File: config.mk
export PLATFORM = sky130hd
export DESIGN_NAME = mux_arb_n
export DESIGN_NICKNAME = d
export VERILOG_FILES = /design/src/rtl/mux_pkg.sv /design/src/rtl/rr_arbiter.sv /design/src/rtl/mux_arb_n.sv
export SDC_FILE = /design/constraint.sdc
export NUM_CORES = 1
export LEC_CHECK = 0
export CAP_MARGIN = 20
export CORE_MARGIN = 2
export CORE_UTILIZATION = 37
export DETAILED_ROUTE_END_ITERATION = 10
export GPL_ROUTABILITY_DRIVEN = 0
export PLACE_DENSITY = 0.87
export SYNTH_ARGS = -nofsm -noshare
export SYNTH_HDL_FRONTEND = slang
export SYNTH_SLANG_ARGS = --single-unit
export TNS_END_PERCENT = 50
File: constraint.sdc
create_clock -name clk -period 3.1 [get_ports clk]
set_input_delay 0.775 -clock clk [delete_from_list [all_inputs] [get_ports clk]]
set_output_delay 0.775 -clock clk [all_outputs]
set_load 0.005 [all_outputs]
File: src/rtl/mux_pkg.sv
// Shared constants and elaboration helpers for the N-channel arbitrated mux.
package mux_pkg;

    localparam int MAX_NCH   = 8;
    localparam int MAX_WIDTH = 64;

    // Ceiling log2, usable in parameter expressions; clog2(1) is 0.
    function automatic int clog2(input int value);
        int result;
        int remaining;
        result    = 0;
        remaining = value - 1;
        while (remaining > 0) begin
            result    = result + 1;
            remaining = remaining >> 1;
        end
        return result;
    endfunction

endpackage

File: src/rtl/rr_arbiter.sv
// One-hot arbiter with a last-granted pointer. In round-robin mode the search
// starts just above the pointer and wraps; in fixed mode the search base is
// pinned to the top channel, so the lowest requesting index always wins.
module rr_arbiter #(
    parameter int NCH  = 2,
    parameter int SELW = 1
) (
    input  logic            clk,
    input  logic            rst,
    input  logic [NCH-1:0]  req_i,
    input  logic            rr_mode_i,
    input  logic            advance_i,
    output logic [NCH-1:0]  grant_o,
    output logic [SELW-1:0] grant_idx_o
);

    logic [SELW-1:0] last_q;
    logic [SELW-1:0] last_d;
    logic [NCH-1:0]  upper;
    logic [NCH-1:0]  pick;
    int              base;

    // Prefer requesters above the base; if none, wrap to the full request set,
    // then take the lowest set bit of whichever set was chosen.
    always_comb begin
        // NOTE: every output of a combinational block gets a default up front so no path leaves it unassigned (which would infer a latch).
        grant_o     = '0;
        grant_idx_o = '0;
        base        = rr_mode_i ? int'(last_q) : NCH - 1;
        for (int i = 0; i < NCH; i++) begin
            upper[i] = (i > base);
        end
        pick = (|(req_i & upper)) ? (req_i & upper) : req_i;
        for (int i = NCH - 1; i >= 0; i--) begin
            if (pick[i]) begin
                grant_o     = '0;
                grant_o[i]  = 1'b1;
                grant_idx_o = SELW'(i);
            end
        end
    end

    // Pointer moves to the granted channel only when a transfer is strobed.
    always_comb begin
        last_d = last_q;
        if (advance_i) begin
            last_d = grant_idx_o;
        end
    end

    // Pointer register; resetting to the top channel gives channel 0 first turn.
    always_ff @(posedge clk or posedge rst) begin
        // NOTE: clocked state uses non-blocking assignments so every register samples pre-edge values regardless of statement order.
        if (rst) begin
            last_q <= SELW'(NCH - 1);
        end else begin
            last_q <= last_d;
        end
    end

endmodule

File: src/rtl/mux_arb_n.sv
// N-channel valid/ready mux: arbitrates among valid inputs, optionally forced
// to one channel, and registers the selected word with its source index.
module mux_arb_n
    import mux_pkg::*;
#(
    parameter int  WIDTH = 8,
    parameter int  NCH   = 2,
    parameter int  RR    = 1,
    localparam int SELW  = (clog2(NCH) > 1) ? clog2(NCH) : 1
) (
    input  logic                 clk,
    input  logic                 rst,
    input  logic [NCH*WIDTH-1:0] in_data,
    input  logic [NCH-1:0]       in_valid,
    output logic [NCH-1:0]       in_ready,
    input  logic                 force_en,
    input  logic [SELW-1:0]      force_sel,
    output logic [WIDTH-1:0]     out_data,
    output logic [SELW-1:0]      out_sel,
    output logic                 out_valid,
    input  logic                 out_ready
);

    if (NCH < 2 || NCH > MAX_NCH || WIDTH < 1 || WIDTH > MAX_WIDTH) begin : g_bad_params
        $error("mux_arb_n: WIDTH or NCH outside supported range");
    end

    logic             load_en;
    logic             transfer;
    logic [NCH-1:0]   req;
    logic [NCH-1:0]   grant;
    logic [SELW-1:0]  grant_idx;
    logic [WIDTH-1:0] sel_data;

    logic [WIDTH-1:0] out_data_q, out_data_d;
    logic [SELW-1:0]  out_sel_q, out_sel_d;
    logic             out_valid_q, out_valid_d;

    // The output register can take a word when empty or being drained.
    assign load_en = !out_valid_q || out_ready;

    // Forcing narrows the request set to one channel; an index beyond NCH
    // matches nothing, so nothing is granted.
    always_comb begin
        req = in_valid;
        if (force_en) begin
            req = '0;
            for (int i = 0; i < NCH; i++) begin
                if (force_sel == SELW'(i)) begin
                    req[i] = in_valid[i];
                end
            end
        end
    end

    rr_arbiter #(
        .NCH  (NCH),
        .SELW (SELW)
    ) u_arb (
        .clk         (clk),
        .rst         (rst),
        .req_i       (req),
        .rr_mode_i   (RR != 0),
        .advance_i   (transfer && !force_en),
        .grant_o     (grant),
        .grant_idx_o (grant_idx)
    );

    assign in_ready = grant & {NCH{load_en && !rst}};
    assign transfer = |(in_valid & in_ready);

    // AND-OR select gated by grant so data on other channels cannot leak in.
    always_comb begin
        sel_data = '0;
        for (int i = 0; i < NCH; i++) begin
            if (grant[i]) begin
                sel_data = in_data[i*WIDTH +: WIDTH];
            end
        end
    end

    // Load on transfer, empty on drain without refill, otherwise hold.
    always_comb begin
        out_data_d  = out_data_q;
        out_sel_d   = out_sel_q;
        out_valid_d = out_valid_q;
        if (transfer) begin
            out_data_d  = sel_data;
            out_sel_d   = grant_idx;
            out_valid_d = 1'b1;
        end else if (out_ready) begin
            out_valid_d = 1'b0;
        end
    end

    // Output register; a reset discards any held word.
    always_ff @(posedge clk or posedge rst) begin
        // NOTE: the data register is reset only because a defined zero must be visible after reset; pure datapath storage would normally skip it.
        if (rst) begin
            out_data_q  <= '0;
            out_sel_q   <= '0;
            out_valid_q <= 1'b0;
        end else begin
            out_data_q  <= out_data_d;
            out_sel_q   <= out_sel_d;
            out_valid_q <= out_valid_d;
        end
    end

    assign out_data  = out_data_q;
    assign out_sel   = out_sel_q;
    assign out_valid = out_valid_q;

endmodule
======== After elaboration in Yosys (flattened, before gate mapping) ========
Index checks and enable logic that the tools add are counted.
Widths: inputs -> output; s select.
storage, ports and cells
  word-level logic and storage cells ...... 30
  output and inout bits ................... 12
  bits in registers ....................... 11
cells by class
  reduce and logical (&&, ||, !) cells .... 9
  magnitude comparators ................... 2
  multiplexer cells ....................... 12
  bitwise operators ....................... 3
operator list
  cell                number
  $mux 8              2
  $mux 2              4
  $and 2x2->2         3
  $mux 1              6
  $reduce_or 2->1     2
  $logic_not 1->1     3
  $gt 1x1->1 const A  2
  $logic_and 1x1->1   2
  $reduce_bool 2->1   1
  $logic_or 1x1->1    1

======== Logic depth before layout (Yosys ltp) ========
Gate-level depths: netlist (run 1).
  word-level depth ........................ 11
  gate-level depth with buffers ........... 5
  mapped depth without buffers ............ 4

======== Modules after synthesis ========
From an unflattened synthesis (run 1), not the netlist that was laid out.
second synthesis, totals
  cell total of the unflattened synthesis .. 54
  area, all modules ....................... 610.6 sq um
by module, submodules not included
  module      area an instance (sq um)  times used  seq. area each (sq um)  cells each
  mux_arb_n   526.8                     1           250.2                   45
  rr_arbiter  83.8                      1           26.3                    9

======== Worst setup path after synthesis (run 1) ========
OpenSTA, ideal clock, no wires.
  path kind ............................... input to output
  from .................................... input port out_ready
  to ...................................... output port in_ready[1]
  cell stages on the path ................. 4
  arrival ................................. 1,383 ps
  buffers on the path ..................... 1
  setup slack ............................. 942 ps
  cells stage by stage .................... and2b_2 -> nor2_1 -> and3b_1 -> buf_6
between the ends
  longest elaborated chain between the ends .. 3
RTL lines
  item               RTL line         RTL
  from (decl)        mux_arb_n.sv:21  input logic out_ready
  $logic_or 1x1->1   mux_arb_n.sv:40  assign load_en = !out_valid_q || out_ready;
  $logic_and 1x1->1  mux_arb_n.sv:69  assign in_ready = grant & {NCH{load_en && !rst}};
  $and 2x2->2        mux_arb_n.sv:69
  to (decl)          mux_arb_n.sv:15  output logic [NCH-1:0] in_ready,
Every way passes these cells.

======== Final worst setup path (run 1) ========
Same ends and word-level chain as after synthesis.

==> results of run 1 <==
[tightest hold or removal path: stages (launching register included)]
cell	delay, ns
dfrtp_1	0.37
inv_1	0.05
o21bai_1	0.06
[report_power, final]
part	internal, uW	switching (uW)	leakage (uW)
Clock	47.7	46.8	0.0000177
Sequential	179	17.0	0.000133
Combinational	119	57.7	0.000275
Total	345	122	0.000426
[per-stage QoR]
step / power, uW / std cells / hold WS (ns) / area, um^2 / setup WS [ns]
floorplan: 264 / 47 / 0.511 / 558 / 0.942
global placement: 368 / 101 / 0.513 / 941 / 0.0770
detailed placement: 374 / 101 / 0.517 / 941 / 0.0199
CTS: 475 / 105 / 0.528 / 968 / 0.0193
global route: 499 / 105 / 0.562 / 978 / 0.0191
finish: 467 / 105 / 0.526 / 978 / 0.0703
[final timing paths]
| path | startpoint | end | slack, ns |
|---|---|---|---|
| setup / recovery | out_ready | in_ready[1] | 0.07 |
| hold / removal | out_sel | out_sel | 0.53 |
| setup reg to reg | out_valid | out_data[6] | 1.41 |
| hold reg to reg | out_sel | out_sel | 0.53 |
| max in group asynchronous | rst | u_arb.last_q | 1.81 |
| min in group asynchronous | rst | out_data[7] | 0.97 |
[registers in the layout, indices dropped and copies added (netlist names)]
signal / cells
out_data: 8
out_sel: 1
out_valid: 1
u_arb.last_q: 1
[layer usage]
layer,global-route usage,up-vias,part of all wire,routed length (um)
met2,0.300,33,0.50,756
met3,0.0596,4,0.090,137
met5,0,-,0,0
met1,0.204,250,0.38,571
met4,0.100,0,0.034,51
li1,-,263,-,-
[what timing repair did]
action | in CTS | in global routing
hold buffers | 0 | 0
gates resized for setup | 0 | 3
buffers inserted | 0 | 0
endpoints found under the setup margin | 0 | 2
[synth_stat cells, types with 2 or more instances]
library cell and count:
a221o_1 8, a21oi_1 4, dfrtp_1 10, nor2_1 2, inv_1 2, nor2b_1 8, buf_6 2
[cell type report]
class                      count  area share
clock buffer                   3      0.0230
clock inverter                 1     0.00512
inverter                       2     0.00767
multi-input combinational     32       0.265
sequential                    11       0.283
tap                           16      0.0205
timing repair buffer          40       0.396
[logic make-up after synthesis]
group	count (synthesis)	share of synthesized area
buffers and inverters	4	0.0538
and+or+nand+nor	16	0.179
DFF	11	0.496
AOI/OAI and AO/OA	15	0.253
muxes	1	0.0179
==> run metrics, run 1 <==
crit-path cells=clkdlybuf4s50_1 -> and2b_2 -> nor2_2 -> and3b_1 -> clkdlybuf4s50_1; Die Y=42.8 um; vias in the first global route=568; layout cells sized above 1=0.180; worst path buffer plus inverter count=2; leading cell type in the layout, fill and taps excluded=clkdlybuf4s50_1; IO buf count=34; Avg Cell Area, Syn=11.9 um^2; CTS Root Cell=clkbuf_4; HPWL after detailed placement=1200 um; CP delay by family, top=buffers and inverters; Fin. Hold Viols=0; clock sink count=11; Worst slew margin=0.617; Critical Path Slowest Stage Cell=clkdlybuf4s50_1; Distinct cells, synth=18; Required @ worst endpoint=2.32 ns; most frequent cells in the layout=clkdlybuf4s50_1 (33), dfrtp_1 (10), nor2b_1 (8), a221o_1 (8), buf_4 (6); later-pin clock latency in the skew report=0.27 ns; Placeable Area=0.00145 mm^2; Arrival @ worst endpoint=between 2 and 2.5 ns; # fillers=around 120; area grow syn2layout=75.3%; CP Launch Type=input pin; Tightest Pin Transition=0.574 ns; Routed WL=between 1500 and 2000 um; width of the die=42.8 um; clock buffer depth=2; CP Class=in2out; unrepaired setup endpoints after global routing=no; YS warnings=0; Starting Density=0.384; vias=550; Die ar.=0.00183 mm^2; max-cap viol count=0; boundary pin count=35; Cells after Synth=47; Yosys top cell by area=dfrtp_1; Synth async-reset ratio=1.00; Synth top area share=0.448; Worst VDD drop=265 uV; Seq/Total Area, Yosys=0.496; path depth of the worst reg2reg path=5; Total GRT Usage=0.182; fin. max-slew vios=0; min cycle time layout=slightly above 3 ns; Multi-input gate area=259 um^2; fin nets=113; status=finished clean; EDFF count, synth=0; ANT cells=0; hold crit path type=reg2reg; first-pass GRT wire length=2400 um; DR WL/cell=14.4 um; vias per inst=5.24; final core utilization=0.673; cell area power density=477 mW/mm^2; largest net degree at the start of global routing=12; syn_nets=70; grt ovf=0; Most common cell on crit path=clkdlybuf4s50_1; Worst path depth=5; Final period util=0.977; Synth Register Bits=11; Peak Freq=around 0.33 GHz; Critical Path Max Stage Delay=0.50 ns; most common flop cell mapped by yosys=dfrtp_1; crit path max fanout=2; Post-route DRC=0; clk slew on worst S/H paths=0.07 ns; mapped cell area=between 500 and 600 um^2; H-tree lvl count=1; setup tns final=0 ns; TritonRoute pass-1 iters=4; Worst Skew=0.00572 ns; DRT iter0 DRCs=9; cell row count=14; leakage=0.000426 uW; initial antenna violation count=0; Min-Delay Path Depth=2; setup violators final=0; register area=about 280 um^2; CTS tree=done; synth top area cells=dfrtp_1 (45%), a221o_1 (14%), nor2b_1 (9.0%), a2111oi_4 (4.9%), dfstp_2 (4.7%); crit end category=output port; Final ANT Viol Nets=0; total CTS buffers=3
Power figures use the tool's default switching activity.
==> run 2, diff against run 1 <==
--- a/config.mk
+++ b/config.mk
@@ -10,6 +10,7 @@
 export CORE_UTILIZATION = 37
 export DETAILED_ROUTE_END_ITERATION = 10
 export GPL_ROUTABILITY_DRIVEN = 0
+export GPL_TIMING_DRIVEN = 0
 export PLACE_DENSITY = 0.87
 export SYNTH_ARGS = -nofsm -noshare
 export SYNTH_HDL_FRONTEND = slang
==> run metrics, run 2 (synthesis gave the netlist of run 1 again) <==
worst reg2reg path startpoint=out_valid; Routed WL=1470 um (-3.0%); Inst Count DP=97 (-4.0%); layout cells sized above 1=0.182 (+0.00204); Worst VDD drop=301 uV (+14%); Tightest Pin Transition=0.586 ns (+0.0113 ns); clock sink count=11 (unchanged); Non-Filler Instances=104 (-0.95%); CTS Hold Buffers Added=0 (unchanged); vias=558 (+1.5%); later-pin clock latency in the skew report=0.27 ns (about the same); cell row count=14 (unchanged); first-pass GRT wire length=2460 um (+2.6%); CP Launch Type=input pin; CP Launch Point=out_ready; Arrival @ worst endpoint=2.28 ns (+0.03 ns); grt ovf=0 (unchanged); Seq pwr share=0.417 (-0.003); setup tns final=0 ns (unchanged); Critical Path Slowest Stage Cell=clkdlybuf4s50_1; Switching Share=0.270 (+0.00951); path depth of the worst reg2reg path=5 (unchanged); vias in the first global route=578 (+1.8%); max-cap viol count=0 (unchanged); Total GRT Usage=0.180 (-0.00194); H-tree lvl count=1 (unchanged); unrepaired setup endpoints after global routing=yes; CTS tree=done; setup violators final=0 (unchanged); Post-route DRC=0 (unchanged); total CTS buffers=3 (unchanged); Placeable Area=0.00145 mm^2 (unchanged); worst path buffer plus inverter count=3 (+1); Required @ worst endpoint=2.32 ns (about the same); crit end category=output port; P_int=345 uW (about the same); IO buf count=34 (unchanged); clock buffer depth=2 (unchanged); min cycle time layout=3.05 ns (+0.0249 ns); r2r setup slk=1.38 ns (-0.03 ns); area grow syn2layout=76.2%; Most common cell on crit path=clkdlybuf4s50_1; HPWL after detailed placement=1070 um (-11%); cell area power density=480 mW/mm^2 (+0.70%); Peak Freq=0.327 GHz (-0.81%); FF-to-FF End=out_data[3]; clk slew on worst S/H paths=0.07 ns (about the same); hold crit path type=reg2reg; crit-path cells=clkdlybuf4s50_1 -> and2b_2 -> nor2_2 -> and3_1 -> buf_6 -> clkdlybuf4s50_1; Starting Density=0.384 (unchanged); most frequent cells in the layout=clkdlybuf4s50_1 (31), dfrtp_1 (10), nor2b_1 (8), a221o_1 (8); largest net degree at the start of global routing=12 (unchanged); status=finished clean; CP delay by family, top=buffers and inverters; Critical Path Sink=in_ready[0]; leakage=0.000445 uW (+4.5%); ANT cells=0 (unchanged); initial antenna violation count=0 (unchanged); Die Y=42.8 um (unchanged); Pwr Total=473 uW (+1.2%); vias per inst=5.37 (+2.4%); dpl cell area=918 um^2 (-2.4%); CP Class=in2out; Post-Layout Inst Area=983 um^2 (+0.51%); width of the die=42.8 um (unchanged); DR WL/cell=14.2 um (-2.0%); Fin. Hold Viols=0 (unchanged); boundary pin count=35 (unchanged); DRT iter0 DRCs=4 (-5); Clk pwr share=0.210 (+0.007); Final ANT Viol Nets=0 (unchanged); CTS Root Cell=clkbuf_4; TritonRoute pass-1 iters=3 (-1); fin. max-slew vios=0 (unchanged); crit path max fanout=2 (unchanged); Critical Path Max Stage Delay=0.48 ns (-0.02 ns); fin nets=112 (-0.88%); leading cell type in the layout, fill and taps excluded=clkdlybuf4s50_1; Worst path depth=6 (+1); Worst slew margin=0.610 (-0.00753); Worst Skew=0.00189 ns (-0.00384 ns); max FFs per register=8 (unchanged); Final period util=0.985 (+0.00802); combinational power share=0.373 (-0.005); Sw Pwr=128 uW (+4.9%); Die ar.=0.00183 mm^2 (unchanged)
[run 2: cell types whose count changed in the layout (fill, tap and decap cells not counted), sizes merged]
cell,change
clkdlybuf4s50,-2
dlygate4sd2,+1
buf,-1
dlymetal6s2s,+1
[run 2: final cells by class]
cell class / instances / area [um^2]
Clock buffer: 3 / 22.5
Fill cell: 127 / 470
Timing Repair Buffer: 37 / 367
Multi-Input combinational cell: 32 / 263
Sequential cell: 11 / 277
Tap cell: 16 / 20.0
Buffer: 2 / 22.5
Clock inverter: 1 / 5.00
Inverter: 2 / 7.51
[run 2: worst min path at each step]
stage,cells past startpoint,startpoint,end,slack [ns]
2_1_floorplan,2,u_arb.last_q,u_arb.last_q,0.51
3_5_place_dp,2,out_sel,out_sel,0.53
3_3_place_gp,2,out_sel,out_sel,0.51
5_1_grt,2,out_sel,out_sel,0.58
6_report,2,out_sel,out_sel,0.54
4_1_cts,2,u_arb.last_q,u_arb.last_q,0.54
[run 2: metal layers]
layer,GRT usage,wire length [um]
met2,0.291,726
met4,0.0563,0
met3,0.0681,138
met1,0.220,607
met5,0,0
[run 2: worst register-to-register path, stage by stage, from the launching register on]
cell	delay, ns
dfrtp_1	0.38
and2b_2	0.21
buf_4	0.15
a2111oi_4	0.46
nor2b_1	0.12
a221o_1	0.29
[run 2: stage by stage]
stage          setup slack [ns]  utilization  hold slack (ns)
2_1_floorplan             0.942            -            0.511
3_3_place_gp            -0.0657        0.632            0.511
3_5_place_dp             -0.114        0.632            0.531
4_1_cts                 0.00109        0.667            0.541
5_1_grt                 -0.0363        0.676            0.577
6_report                 0.0454        0.676            0.540
[run 2: repair_timing]
| item | in CTS | in global routing |
|---|---|---|
| gates resized for setup | 2 | 4 |
| buffers inserted | 3 | 0 |
| gates cloned | 0 | 0 |
| endpoints found under the setup margin | 2 | 2 |
[run 2: power by group through the flow]
stage	Combinational [uW]	Clock [uW]	Sequential [uW]
floorplan	64.4	0	200
global placement	167	0	196
detailed placement	172	0	199
CTS	178	101	196
global route	192	107	201
finish	176	99.2	197
